==> src/rtl/rv_ctrl_pkg.sv <==
// ---------------------------------------------------------------------------
// rv_ctrl_pkg
// Shared definitions for the RV32I control path: base opcodes (also used by
// the immediate generator), immediate-format codes, PC/writeback select
// codes, the multi-cycle state encoding and the opcode class enumeration.
// ---------------------------------------------------------------------------
package rv_ctrl_pkg;

    localparam logic [6:0] OPC_OP_IMM = 7'b0010011;
    localparam logic [6:0] OPC_OP     = 7'b0110011;
    localparam logic [6:0] OPC_LOAD   = 7'b0000011;
    localparam logic [6:0] OPC_STORE  = 7'b0100011;
    localparam logic [6:0] OPC_BRANCH = 7'b1100011;
    localparam logic [6:0] OPC_LUI    = 7'b0110111;
    localparam logic [6:0] OPC_JAL    = 7'b1101111;
    localparam logic [6:0] OPC_JALR   = 7'b1100111;

    localparam logic [2:0] IMM_I = 3'd0;
    localparam logic [2:0] IMM_S = 3'd1;
    localparam logic [2:0] IMM_B = 3'd2;
    localparam logic [2:0] IMM_U = 3'd3;
    localparam logic [2:0] IMM_J = 3'd4;

    localparam logic [1:0] PCS_PLUS4 = 2'd0;
    localparam logic [1:0] PCS_IMM   = 2'd1;
    localparam logic [1:0] PCS_ALU   = 2'd2;

    localparam logic [1:0] WB_ALU = 2'd0;
    localparam logic [1:0] WB_MEM = 2'd1;
    localparam logic [1:0] WB_PC4 = 2'd2;
    localparam logic [1:0] WB_IMM = 2'd3;

    typedef enum logic [2:0] {
        S_IDLE   = 3'd0,
        S_FETCH  = 3'd1,
        S_DECODE = 3'd2,
        S_EXEC   = 3'd3,
        S_MEM    = 3'd4,
        S_WB     = 3'd5,
        S_HALT   = 3'd6
    } ctrl_state_t;

    typedef enum logic [3:0] {
        CLS_ILL    = 4'd0,
        CLS_OP     = 4'd1,
        CLS_OP_IMM = 4'd2,
        CLS_LOAD   = 4'd3,
        CLS_STORE  = 4'd4,
        CLS_BRANCH = 4'd5,
        CLS_LUI    = 4'd6,
        CLS_JAL    = 4'd7,
        CLS_JALR   = 4'd8
    } op_class_t;

    // Only register-register ALU ops and branch compares take rs2 as operand B.
    function automatic logic alu_b_is_imm(input op_class_t cls);
        return (cls != CLS_ILL) && (cls != CLS_OP) && (cls != CLS_BRANCH);
    endfunction

endpackage

==> src/rtl/ctrl_opdec.sv <==
// ---------------------------------------------------------------------------
// ctrl_opdec
// Combinational opcode classifier, shared by the multi-cycle and
// single-cycle control units.
//   opcode   in   7  IR[6:0]
//   op_class out     instruction class (CLS_ILL when not recognised)
//   imm_sel  out  3  immediate format for the immediate generator
//   legal    out  1  opcode is one of the supported base opcodes
// ---------------------------------------------------------------------------
module ctrl_opdec
    import rv_ctrl_pkg::*;
(
    input  logic [6:0] opcode,
    output op_class_t  op_class,
    output logic [2:0] imm_sel,
    output logic       legal
);

    always_comb begin
        op_class = CLS_ILL;
        imm_sel  = IMM_I;
        legal    = 1'b1;
        case (opcode)
            OPC_OP:     op_class = CLS_OP;
            OPC_OP_IMM: op_class = CLS_OP_IMM;
            OPC_LOAD:   op_class = CLS_LOAD;
            OPC_JALR:   op_class = CLS_JALR;
            OPC_STORE: begin
                op_class = CLS_STORE;
                imm_sel  = IMM_S;
            end
            OPC_BRANCH: begin
                op_class = CLS_BRANCH;
                imm_sel  = IMM_B;
            end
            OPC_LUI: begin
                op_class = CLS_LUI;
                imm_sel  = IMM_U;
            end
            OPC_JAL: begin
                op_class = CLS_JAL;
                imm_sel  = IMM_J;
            end
            default: legal = 1'b0;
        endcase
    end

endmodule

==> src/rtl/multicycle_ctrl.sv <==
// ---------------------------------------------------------------------------
// multicycle_ctrl
// Main control FSM of the multi-cycle RV32I core. Sequences
// IDLE -> FETCH -> DECODE -> EXEC -> [MEM] -> [WB] -> FETCH over a single
// shared memory port and halts on an illegal opcode or a memory timeout.
//
// Ports:
//   clk, rst_n            clock, asynchronous active-low reset
//   opcode                IR[6:0], valid from DECODE onward
//   branch_taken          ALU compare result, valid in EXEC
//   mem_ready             memory completes the current request this cycle
//   mem_req/mem_we/mem_src  memory request, store enable, address select
//   ir_write, pc_write, reg_write  one-cycle strobes
//   pc_src, wb_sel, alu_src_b, imm_sel  datapath selects
//   illegal, bus_err      sticky halt causes
//   state                 current state (debug)
//
// Optional feature: define CTRL_PERF_CNT_EN to add cycle_cnt / instret_cnt.
//
// Strobes and selects are decoded from the registered state (and mem_ready /
// branch_taken where the transfer completes that cycle), so an asynchronous
// reset drops mem_req immediately.
// ---------------------------------------------------------------------------
module multicycle_ctrl
    import rv_ctrl_pkg::*;
#(
    parameter int MEM_TIMEOUT = 16,
    parameter int TO_W        = 5
) (
    input  logic        clk,
    input  logic        rst_n,
    input  logic [6:0]  opcode,
    input  logic        branch_taken,
    input  logic        mem_ready,
    output logic        mem_req,
    output logic        mem_we,
    output logic        mem_src,
    output logic        ir_write,
    output logic        pc_write,
    output logic [1:0]  pc_src,
    output logic        reg_write,
    output logic [1:0]  wb_sel,
    output logic        alu_src_b,
    output logic [2:0]  imm_sel,
    output logic        illegal,
    output logic        bus_err,
`ifdef CTRL_PERF_CNT_EN
    output logic [31:0] cycle_cnt,
    output logic [31:0] instret_cnt,
`endif
    output logic [2:0]  state
);

    ctrl_state_t     cur;
    ctrl_state_t     nxt;
    logic [TO_W-1:0] to_cnt;
    op_class_t       cls;
    logic [2:0]      dec_imm;
    logic            dec_legal;
    logic            to_limit;
    logic            raise_ill;
    logic            raise_bus;

    ctrl_opdec u_opdec (
        .opcode   (opcode),
        .op_class (cls),
        .imm_sel  (dec_imm),
        .legal    (dec_legal)
    );

    assign state = cur;

    // to_cnt holds the waiting cycles already spent, so the limit is reached
    // on the MEM_TIMEOUT-th cycle of the request; mem_ready then still wins.
    assign to_limit = (to_cnt == TO_W'(MEM_TIMEOUT - 1));

    always_comb begin
        nxt       = cur;
        mem_req   = 1'b0;
        mem_we    = 1'b0;
        mem_src   = 1'b0;
        ir_write  = 1'b0;
        pc_write  = 1'b0;
        pc_src    = PCS_PLUS4;
        reg_write = 1'b0;
        wb_sel    = WB_ALU;
        alu_src_b = 1'b0;
        imm_sel   = IMM_I;
        raise_ill = 1'b0;
        raise_bus = 1'b0;

        case (cur)
            S_IDLE: nxt = S_FETCH;

            S_FETCH: begin
                mem_req = 1'b1;
                if (mem_ready) begin
                    ir_write = 1'b1;
                    nxt      = S_DECODE;
                end else if (to_limit) begin
                    raise_bus = 1'b1;
                    nxt       = S_HALT;
                end
            end

            S_DECODE: begin
                if (dec_legal) begin
                    nxt = S_EXEC;
                end else begin
                    raise_ill = 1'b1;
                    nxt       = S_HALT;
                end
            end

            S_EXEC: begin
                nxt = S_FETCH;
                case (cls)
                    CLS_OP, CLS_OP_IMM:  nxt = S_WB;
                    CLS_LOAD, CLS_STORE: nxt = S_MEM;
                    CLS_BRANCH: begin
                        // Not-taken still advances the PC, by 4.
                        pc_write = 1'b1;
                        pc_src   = branch_taken ? PCS_IMM : PCS_PLUS4;
                    end
                    CLS_JAL: begin
                        reg_write = 1'b1;
                        wb_sel    = WB_PC4;
                        pc_write  = 1'b1;
                        pc_src    = PCS_IMM;
                    end
                    CLS_JALR: begin
                        reg_write = 1'b1;
                        wb_sel    = WB_PC4;
                        pc_write  = 1'b1;
                        pc_src    = PCS_ALU;
                    end
                    CLS_LUI: begin
                        reg_write = 1'b1;
                        wb_sel    = WB_IMM;
                        pc_write  = 1'b1;
                    end
                    default: begin
                        // IR changed after DECODE; treat as illegal.
                        raise_ill = 1'b1;
                        nxt       = S_HALT;
                    end
                endcase
            end

            S_MEM: begin
                mem_req = 1'b1;
                mem_src = 1'b1;
                mem_we  = (cls == CLS_STORE);
                if (mem_ready) begin
                    if (cls == CLS_STORE) begin
                        pc_write = 1'b1;
                        nxt      = S_FETCH;
                    end else begin
                        nxt = S_WB;
                    end
                end else if (to_limit) begin
                    raise_bus = 1'b1;
                    nxt       = S_HALT;
                end
            end

            S_WB: begin
                reg_write = 1'b1;
                wb_sel    = (cls == CLS_LOAD) ? WB_MEM : WB_ALU;
                pc_write  = 1'b1;
                nxt       = S_FETCH;
            end

            default: nxt = S_HALT;
        endcase

        if (cur inside {S_DECODE, S_EXEC, S_MEM, S_WB}) begin
            imm_sel   = dec_imm;
            alu_src_b = alu_b_is_imm(cls);
        end
    end

    always_ff @(posedge clk or negedge rst_n) begin
        if (!rst_n) begin
            cur     <= S_IDLE;
            to_cnt  <= '0;
            illegal <= 1'b0;
            bus_err <= 1'b0;
        end else begin
            cur <= nxt;
            if (mem_req && !mem_ready && (nxt == cur))
                to_cnt <= to_cnt + 1'b1;
            else
                to_cnt <= '0;
            if (raise_ill)
                illegal <= 1'b1;
            if (raise_bus)
                bus_err <= 1'b1;
        end
    end

`ifdef CTRL_PERF_CNT_EN
    always_ff @(posedge clk or negedge rst_n) begin
        if (!rst_n) begin
            cycle_cnt   <= '0;
            instret_cnt <= '0;
        end else begin
            if ((cur != S_IDLE) && (cur != S_HALT))
                cycle_cnt <= cycle_cnt + 32'd1;
            if (pc_write)
                instret_cnt <= instret_cnt + 32'd1;
        end
    end
`endif

endmodule

==> config.mk <==
export PLATFORM = sky130hd
export DESIGN_NAME = multicycle_ctrl
export DESIGN_NICKNAME = d
export VERILOG_FILES = /design/src/rtl/rv_ctrl_pkg.sv /design/src/rtl/ctrl_opdec.sv /design/src/rtl/multicycle_ctrl.sv
export SDC_FILE = /design/constraint.sdc
export NUM_CORES = 1
export LEC_CHECK = 0
export BUFFER_PORTS_ARGS = -buffer_cell sky130_fd_sc_hd__buf_2
export CORE_MARGIN = 1.5
export CORE_UTILIZATION = 41
export DETAILED_ROUTE_END_ITERATION = 6
export GPL_ROUTABILITY_DRIVEN = 0
export PLACE_DENSITY = 0.68
export SLEW_MARGIN = 15
export SYNTH_ARGS = -nofsm -noshare
export SYNTH_HDL_FRONTEND = slang
export SYNTH_SLANG_ARGS = --single-unit
==> constraint.sdc <==
create_clock -name clk -period 4.3 [get_ports clk]
set_input_delay 0.215 -clock clk [delete_from_list [all_inputs] [get_ports clk]]
set_output_delay 0.215 -clock clk [all_outputs]
set_load 0.005 [all_outputs]
Yosys cells after proc, flatten, opt, wreduce, memory -nomap -nowiden
Cells that the tools add are included.
Widths: inputs -> output; s select.
Storage, ports and cells
  word-level logic and storage cells: 83
  output and inout bits: 19
  register bits: 10
  input bits: 11
Operators by class
  multiplexer cells: 36
  equal/unequal tests: 25
  add/sub/neg operators: 1
  reduce and logical (&&, ||, !) cells: 17
Operator list (count)
  $pmux 4 s8: 1
  $eq 7x6->1 const B: 3
  $eq 7x7->1 const B: 3
  $mux 1: 18
  $mux 3: 6
  $eq 4x3->1 const B: 4
  $reduce_or 8->1: 2
  $pmux 3 s5: 1
  $pmux 3 s4: 1
  $reduce_or 2->1: 5
  $pmux 3 s3: 1
  $eq 4x2->1 const B: 2
  $pmux 2 s2: 2
  $reduce_bool 4->1: 2
  $eq 7x2->1 const B: 1
  $eq 7x5->1 const B: 1
  $eq 3x2->1 const B: 2
  $eq 3x3->1 const B: 2
  $pmux 2 s3: 1
  $add 5x1->5 const B: 1
  $eq 5x4->1 const B: 1
  $mux 5: 1
  $eq 4x1->1 const B: 1
  $eq 4x4->1 const B: 1
  12 further kinds: 16

Logic depth before layout (Yosys ltp)
Gate-level depths: netlist (run 1).
  depth in word-level cells: 9
  depth in mapped cells: 7
  depth with buffers taken out: 7

Cells and area by module
Synthesis (run 1) repeated with hierarchy kept, for this count alone.
Unflattened totals
  cells, all modules: 128
  area total of the unflattened synthesis: 1012.2 sq um
Modules (own cells, without submodules)
  multicycle_ctrl: area an instance 785.8 sq um, instances 1, cells each 94, sequential area each 250.2 sq um
  ctrl_opdec: area an instance 226.5 sq um, instances 1, cells each 34, sequential area each 0.0 sq um

Worst setup path after synthesis (run 1)
Ideal clock, no wire load.
  path type: reg2out
  start point: register cur[2], in the netlist state[2]
  end point: output reg_write
  setup slack: 2774 ps
  buffers on the path: 0
  data required time: 4085 ps
  data arrival time: 1311 ps
  stages on the path, launching flop included: 5
  path through: dfrtp_1 > and2b_1 > nand2_1 > a2111oi_4 > a21o_1
On the way
  cells in the longest elaborated chain, start to end: 2
  elaborated cells on any way between the ends: 3
  classes of those cells: 2 x eq/ne; 1 x mux
Ends and longest elaborated chain
  from (decl): line multicycle_ctrl.sv:54  | ctrl_state_t cur;
  from (signal assigned): line multicycle_ctrl.sv:190  | cur <= nxt;
  $eq 3x3->1 / $eq 3x2->1 (equally long branches): line multicycle_ctrl.sv:92  | case (cur)
  $pmux 1 s2 *: line multicycle_ctrl.sv:92
  to (decl): line multicycle_ctrl.sv:41  | output logic reg_write,
Mark *: on every way between the ends. The rest lies on a longest branch, timed or not.

Final worst setup path (run 1)
Ends and elaborated chain as after synthesis.

==> results of run 1 <==
## metal layers
layer	vias to the layer above	routed length [um]	track usage
li1	424	-	-
met5	-	0	0
met2	34	899	0.2838
met4	0	0	0.03243
met1	408	918	0.2771
met3	0	139	0.06415
## layout make-up
cell class / count / area, um2 / area share
clock buffers: 4 / 36.28 / 0.03567
multi-input cells: 82 / 536.8 / 0.5277
repair buffers: 30 / 155.1 / 0.1525
well taps: 25 / 31.28 / 0.03075
flip-flops and latches: 10 / 250.2 / 0.2460
inverters: 2 / 7.507 / 0.007380
## critical path: stages, from the launching register on
cell and delay [ns]:
dfrtp_1 0.46, and2b_1 0.35, nand2_1 0.15, a2111oi_4 0.34
a21o_1 0.13, buf_2 0.10
## per-stage QoR
stage | total power, mW | utilization | hold slack, ns | instances
6_report | 0.2373 | 0.5646 | 0.3287 | 153
5_1_grt | 0.2529 | 0.5646 | 0.3308 | 153
4_1_cts | 0.2408 | 0.5646 | 0.3205 | 153
3_5_place_dp | 0.1548 | 0.5389 | 0.09017 | 148
3_3_place_gp | 0.1538 | 0.5389 | 0.08199 | 148
2_1_floorplan | 0.1357 | - | -0.08059 | 97
## cells by family after synthesis
group / count (synthesis) / synth area share
DFF: 10 / 0.3077
xor gates and xnor gates: 2 / 0.02154
adders and majority gates: 2 / 0.03076
buffers and inverters: 5 / 0.03231
AOI/OAI and AO/OA: 26 / 0.2369
and+or+nand+nor: 52 / 0.3708
## flip-flops by register name (all words and copies together), names as in the netlist
| name | cells |
|---|---|
| bus_err | 1 |
| to_cnt | 5 |
| state | 3 |
| illegal | 1 |
## path summary, 6_finish.rpt
path,startpoint,to,slack (ns),cells past startpoint
max in group asynchronous,rst_n,illegal,3.78,2
hold / removal,mem_ready,bus_err,0.33,3
setup / recovery,state[2],reg_write,2.29,5
hold reg to reg,bus_err,bus_err,0.46,1
min in group asynchronous,rst_n,to_cnt[1],0.34,2
setup reg to reg,to_cnt[0],state[1],2.65,7
## what timing repair did
| action | CTS | global route |
|---|---|---|
| endpoints found under the hold margin | 10 | 0 |
| hold buffers | 1 | 0 |
| setup endpoints to repair | 0 | 0 |
## placed cells by master (no fill, tap or decap), drive strengths merged, types with 3 or more instances in the layout
cell type and count:
a31oi 3, nor2 10, dfrtp 10, and3 4
clkbuf 4, nand2 9, nor3 4, nor2b 3
buf 29, o21ai 5, a21oi 5, nand2b 6
## power breakdown
part | leakage [nW] | switching [mW] | internal, mW | total, mW
Clock | 0.0210 | 0.0316 | 0.0514 | 0.0830
Combinational | 0.323 | 0.0302 | 0.0209 | 0.0510
Sequential | 0.125 | 0.00625 | 0.0970 | 0.103
==> impl_metrics.csv, run 1 <==
group,metric,value,unit
outcome,outcome,"finished, final reports clean",
sta,drv_slew,0,
setup_path,cp.arrival,1.80,ns
floorplanning,die_w,47.54,um
placement,port_buffers,29,
synth,synth_top_flop_cell,"dfrtp_1",
detailed_routing,detail_route.wl_per_cell,12.79,um
clocking,path_clk_slew,0.06,ns
cells_and_area,final_nets,142,
setup_path,worstPathRequired,4.09,ns
floorplanning,rows,15,
synth,synth_top_area_share,0.3077,
cells_and_area,drive_gt1_frac,0.3125,
clocking,post_cts_resized,0,
placement,postPlaceCellArea,970.9,um2
sta,rsz0062_at_grt,"no",
sta,final-hold-violation-count,0,
clocking,cts_buffers,3,
pwr,p_leak,0.4683,nW
detailed_routing,vias,866,
sta,relSlewSlack,0.5518,
synth,ys_warn_count,0,
detailed_routing,antenna_left,0,
placement,dpl.hpwl,1521,um
global_routing,grt_usage,0.1918,
synth,ys_async_sr_fraction,1.000,
clocking,post_cts_buffers,0,
sta,fin_tns_setup,0,ns
synth,syn_inst,97,
detailed_routing,drc,0,
setup_path,crit_fanout,10,
clocking,cts-root-buf,"clkbuf_4",
synth,synth_seq_area_share,0.3077,
synth,synth_edf_count,0,
sta,fin_crit,2.015,ns
synth,synth_fp_nets,110,
synth,ys_types,40,
sta,fin_ws,2.285,ns
pwr,power_per_cell_area,233.3,nW/um2
sta,fmax,0.4963,GHz
clocking,clockBufferDepth,2,
synth,synthTopCellsByArea,"dfrtp_1, nand2b_1, nor2_1, nand2_1, a2111oi_4",
detailed_routing,viasPerCell,5.660,
sta,finClkSkew,0.001419,ns
setup_path,timing_worst_setup_path_type,"flop to primary output",
cells_and_area,antenna_cells,0,
global_routing,grt_max_degree,15,
clocking,clock_latency,0.26,ns
global_routing,overflow,0,
clocking,htree_levels,1,
clocking,clkSinkCount,10,
floorplanning,dieArea,2260,um2
synth,synth_area_per_cell,8.384,um2
floorplanning,core,1802,um2
sta,setup_viol,0,
global_routing,grt_antenna_before_repair,0,
synth,syn-cell-area,813.3,um2
setup_path,worst_setup_path_start_kind,"flop",
flow_run,drv_cap,0,
pwr,ir_drop,144.8,uV
placement,pre_cts_ws,2.583,ns
synth,synth_top_cell_by_area,"dfrtp_1",
floorplanning,io_pins,30,
floorplanning,die_y,47.54,um
synth,synth_common_cells,"dfrtp_1, nor2_1, nand2_1",
cells_and_area,final_area,1017,um2
setup_path,crit_path_end_kind,"primary output",
cells_and_area,area_growth,25.08,%
detailed_routing,wirelength,1957,um
synth,yosys_register_bits,10,
global_routing,grt_pass1_wl,3056,um
global_routing,grt_pass1_vias,737,
cells_and_area,fillers,190,
clocking,cts_tree,"built",
detailed_routing,drt_first_iter_violations,18,
sta,timing.final.crit_share,0.4686,
detailed_routing,dr.pass1.iters,4,
hold_path,hp-class,"primary input to flop",
floorplanning,start_util,0.4514,
sta,worst_pin_slew,0.6662,ns
Power figures use the tool's default switching activity.
==> run 2, diff against run 1 <==
--- a/config.mk
+++ b/config.mk
@@ -10,7 +10,7 @@
 export CORE_UTILIZATION = 41
 export DETAILED_ROUTE_END_ITERATION = 6
 export GPL_ROUTABILITY_DRIVEN = 0
-export PLACE_DENSITY = 0.68
+export PLACE_DENSITY = 0.71
 export SLEW_MARGIN = 15
 export SYNTH_ARGS = -nofsm -noshare
 export SYNTH_HDL_FRONTEND = slang
==> constraint.sdc (replaced) <==
create_clock -name clk -period 1.7 [get_ports clk]
set_input_delay 0.085 -clock clk [delete_from_list [all_inputs] [get_ports clk]]
set_output_delay 0.085 -clock clk [all_outputs]
set_load 0.005 [all_outputs]
==> impl_metrics.csv, run 2 (synthesis results as in run 1) <==
group,metric,value,unit
pwr,combPwrFrac,0.252,
global_routing,grt_antenna_before_repair,0,
sta,relSlewSlack,0.6570,
cells_and_area,largest_reg_flops,5,
sta,drv_slew,0,
clocking,clkSinkCount,10,
global_routing,overflow,0,
clocking,path_clk_slew,0.07,ns
global_routing,grt_pass1_vias,692,
cells_and_area,area_growth,30.31,%
floorplanning,dieArea,2260,um2
clocking,cts-root-buf,"clkbuf_4",
flow_run,drv_cap,0,
sta,finClkSkew,0.001025,ns
placement,dpl.hpwl,1583,um
sta,fin_ws,0.04594,ns
cells_and_area,final_common_cell,"buf_2",
sta,worst_pin_slew,0.5098,ns
detailed_routing,dr_wl_met2,895,um
outcome,outcome,"finished, final reports clean",
placement,port_buffers,29,
global_routing,grt_pass1_wl,3022,um
detailed_routing,viasPerCell,5.660,
detailed_routing,drt-met1-wl,999,um
floorplanning,io_pins,30,
setup_path,crit_fanout,7,
pwr,p_leak,0.4959,nW
sta,whs,0.1941,ns
detailed_routing,drc,0,
clocking,clockBufferDepth,2,
cells_and_area,drive_gt1_frac,0.3664,
clocking,clock_latency,0.27,ns
sta,rsz0062_at_grt,"no",
pwr,clkPwrFrac,0.350,
cells_and_area,top_register,"to_cnt",
setup_path,timing_worst_setup_path_type,"flop to primary output",
sta,fmax,0.6046,GHz
detailed_routing,detail_route.wl_per_cell,13.10,um
detailed_routing,antenna_left,0,
setup_path,r2r_slack,0.13,ns
cells_and_area,final_cell_mix,"buf_2, dfrtp_1, nor2_1, nand2_1, nand2b_1",
sta,timing.final.crit_share,0.9730,
detailed_routing,top_layer_used,"met4",
placement,pre_cts_ws,0.08393,ns
pwr,power_per_cell_area,591.5,nW/um2
setup_path,worstPathRequired,1.62,ns
setup_path,worst_setup_path_start_kind,"flop",
global_routing,grt_usage,0.1893,
pwr,p_sw_frac,0.2994,
pwr,ir_drop,563.0,uV
detailed_routing,wirelength,2044,um
clocking,cts_tree,"built",
pwr,internal_power,0.4392,mW
cells_and_area,final_nets,145,
setup_path,cp.arrival,1.57,ns
sta,setup_viol,0,
floorplanning,start_util,0.4514,
setup_path,crit_path_end_kind,"primary output",
sta,final-hold-violation-count,0,
clocking,cts_buffers,3,
sta,fin_crit,1.654,ns
floorplanning,core,1802,um2
floorplanning,die_y,47.54,um
detailed_routing,dr.pass1.iters,4,
hold_path,hp-class,"primary input to async pin",
sta,fin_tns_setup,0,ns
detailed_routing,vias,883,
pwr,p_seq_frac,0.398,
floorplanning,die_w,47.54,um
floorplanning,rows,15,
cells_and_area,antenna_cells,0,
detailed_routing,wl_met3,120,um
clocking,htree_levels,1,
pwr,switchingPower,0.1877,mW
global_routing,grt_max_degree,11,
detailed_routing,drt_first_iter_violations,16,
run 2: area by class of cell:
type / count / area [um2]
fill: 174 / 742.0
multi-input combinational: 82 / 556.8
sequential: 10 / 250.2
timing repair buffer: 33 / 177.7
clock buffer: 4 / 36.28
tap: 25 / 31.28
inverter: 2 / 7.507
run 2: path summary, 6_finish.rpt:
| path | startpoint | to | cells after the start |
|---|---|---|---|
| setup / recovery | state[2] | alu_src_b | 4 |
| hold / removal | rst_n | to_cnt[1] | 2 |
| setup reg to reg | to_cnt[0] | state[1] | 7 |
| hold reg to reg | to_cnt[0] | to_cnt[0] | 1 |
| max in group asynchronous | rst_n | to_cnt[3] | 2 |
| min in group clk | mem_ready | bus_err | 3 |
run 2: per-layer routing:
layer	GRT usage	up-vias
met5	0	-
met4	0.08108	0
met3	0.02264	5
met2	0.2865	39
met1	0.2727	403
li1	-	436
run 2: timing repair:
action | CTS | global route
buffers inserted | 0 | 0
pin swaps | 0 | 2
setup endpoints to repair | 2 | 10
hold buffers | 1 | 0
resized for setup | 2 | 4
hold endpoints to repair | 10 | 0
run 2: power by group through the flow:
stage	sequential (mW)	combinational, mW	clock (mW)
floorplan	0.262	0.0808	0
global placement	0.255	0.146	0
global route	0.250	0.172	0.237
CTS	0.249	0.152	0.222
detailed placement	0.254	0.148	0
finish	0.249	0.158	0.219
run 2: stage by stage:
stage               utilization  power (mW)  std cells  cell area (um2)
floorplan                     -      0.3432         97            813.3
global placement         0.5514      0.4004        151            993.5
detailed placement       0.5514      0.4015        151            993.5
CTS                      0.5806      0.6240        156             1046
global route             0.5882      0.6588        156             1060
finish                   0.5882      0.6269        156             1060
run 2: worst max-delay path, cell delays in order, from the launching register on:
cell	delay, ns
dfrtp_1	0.38
and2b_2	0.29
nor2_1	0.11
a2111oi_1	0.34
buf_2	0.18
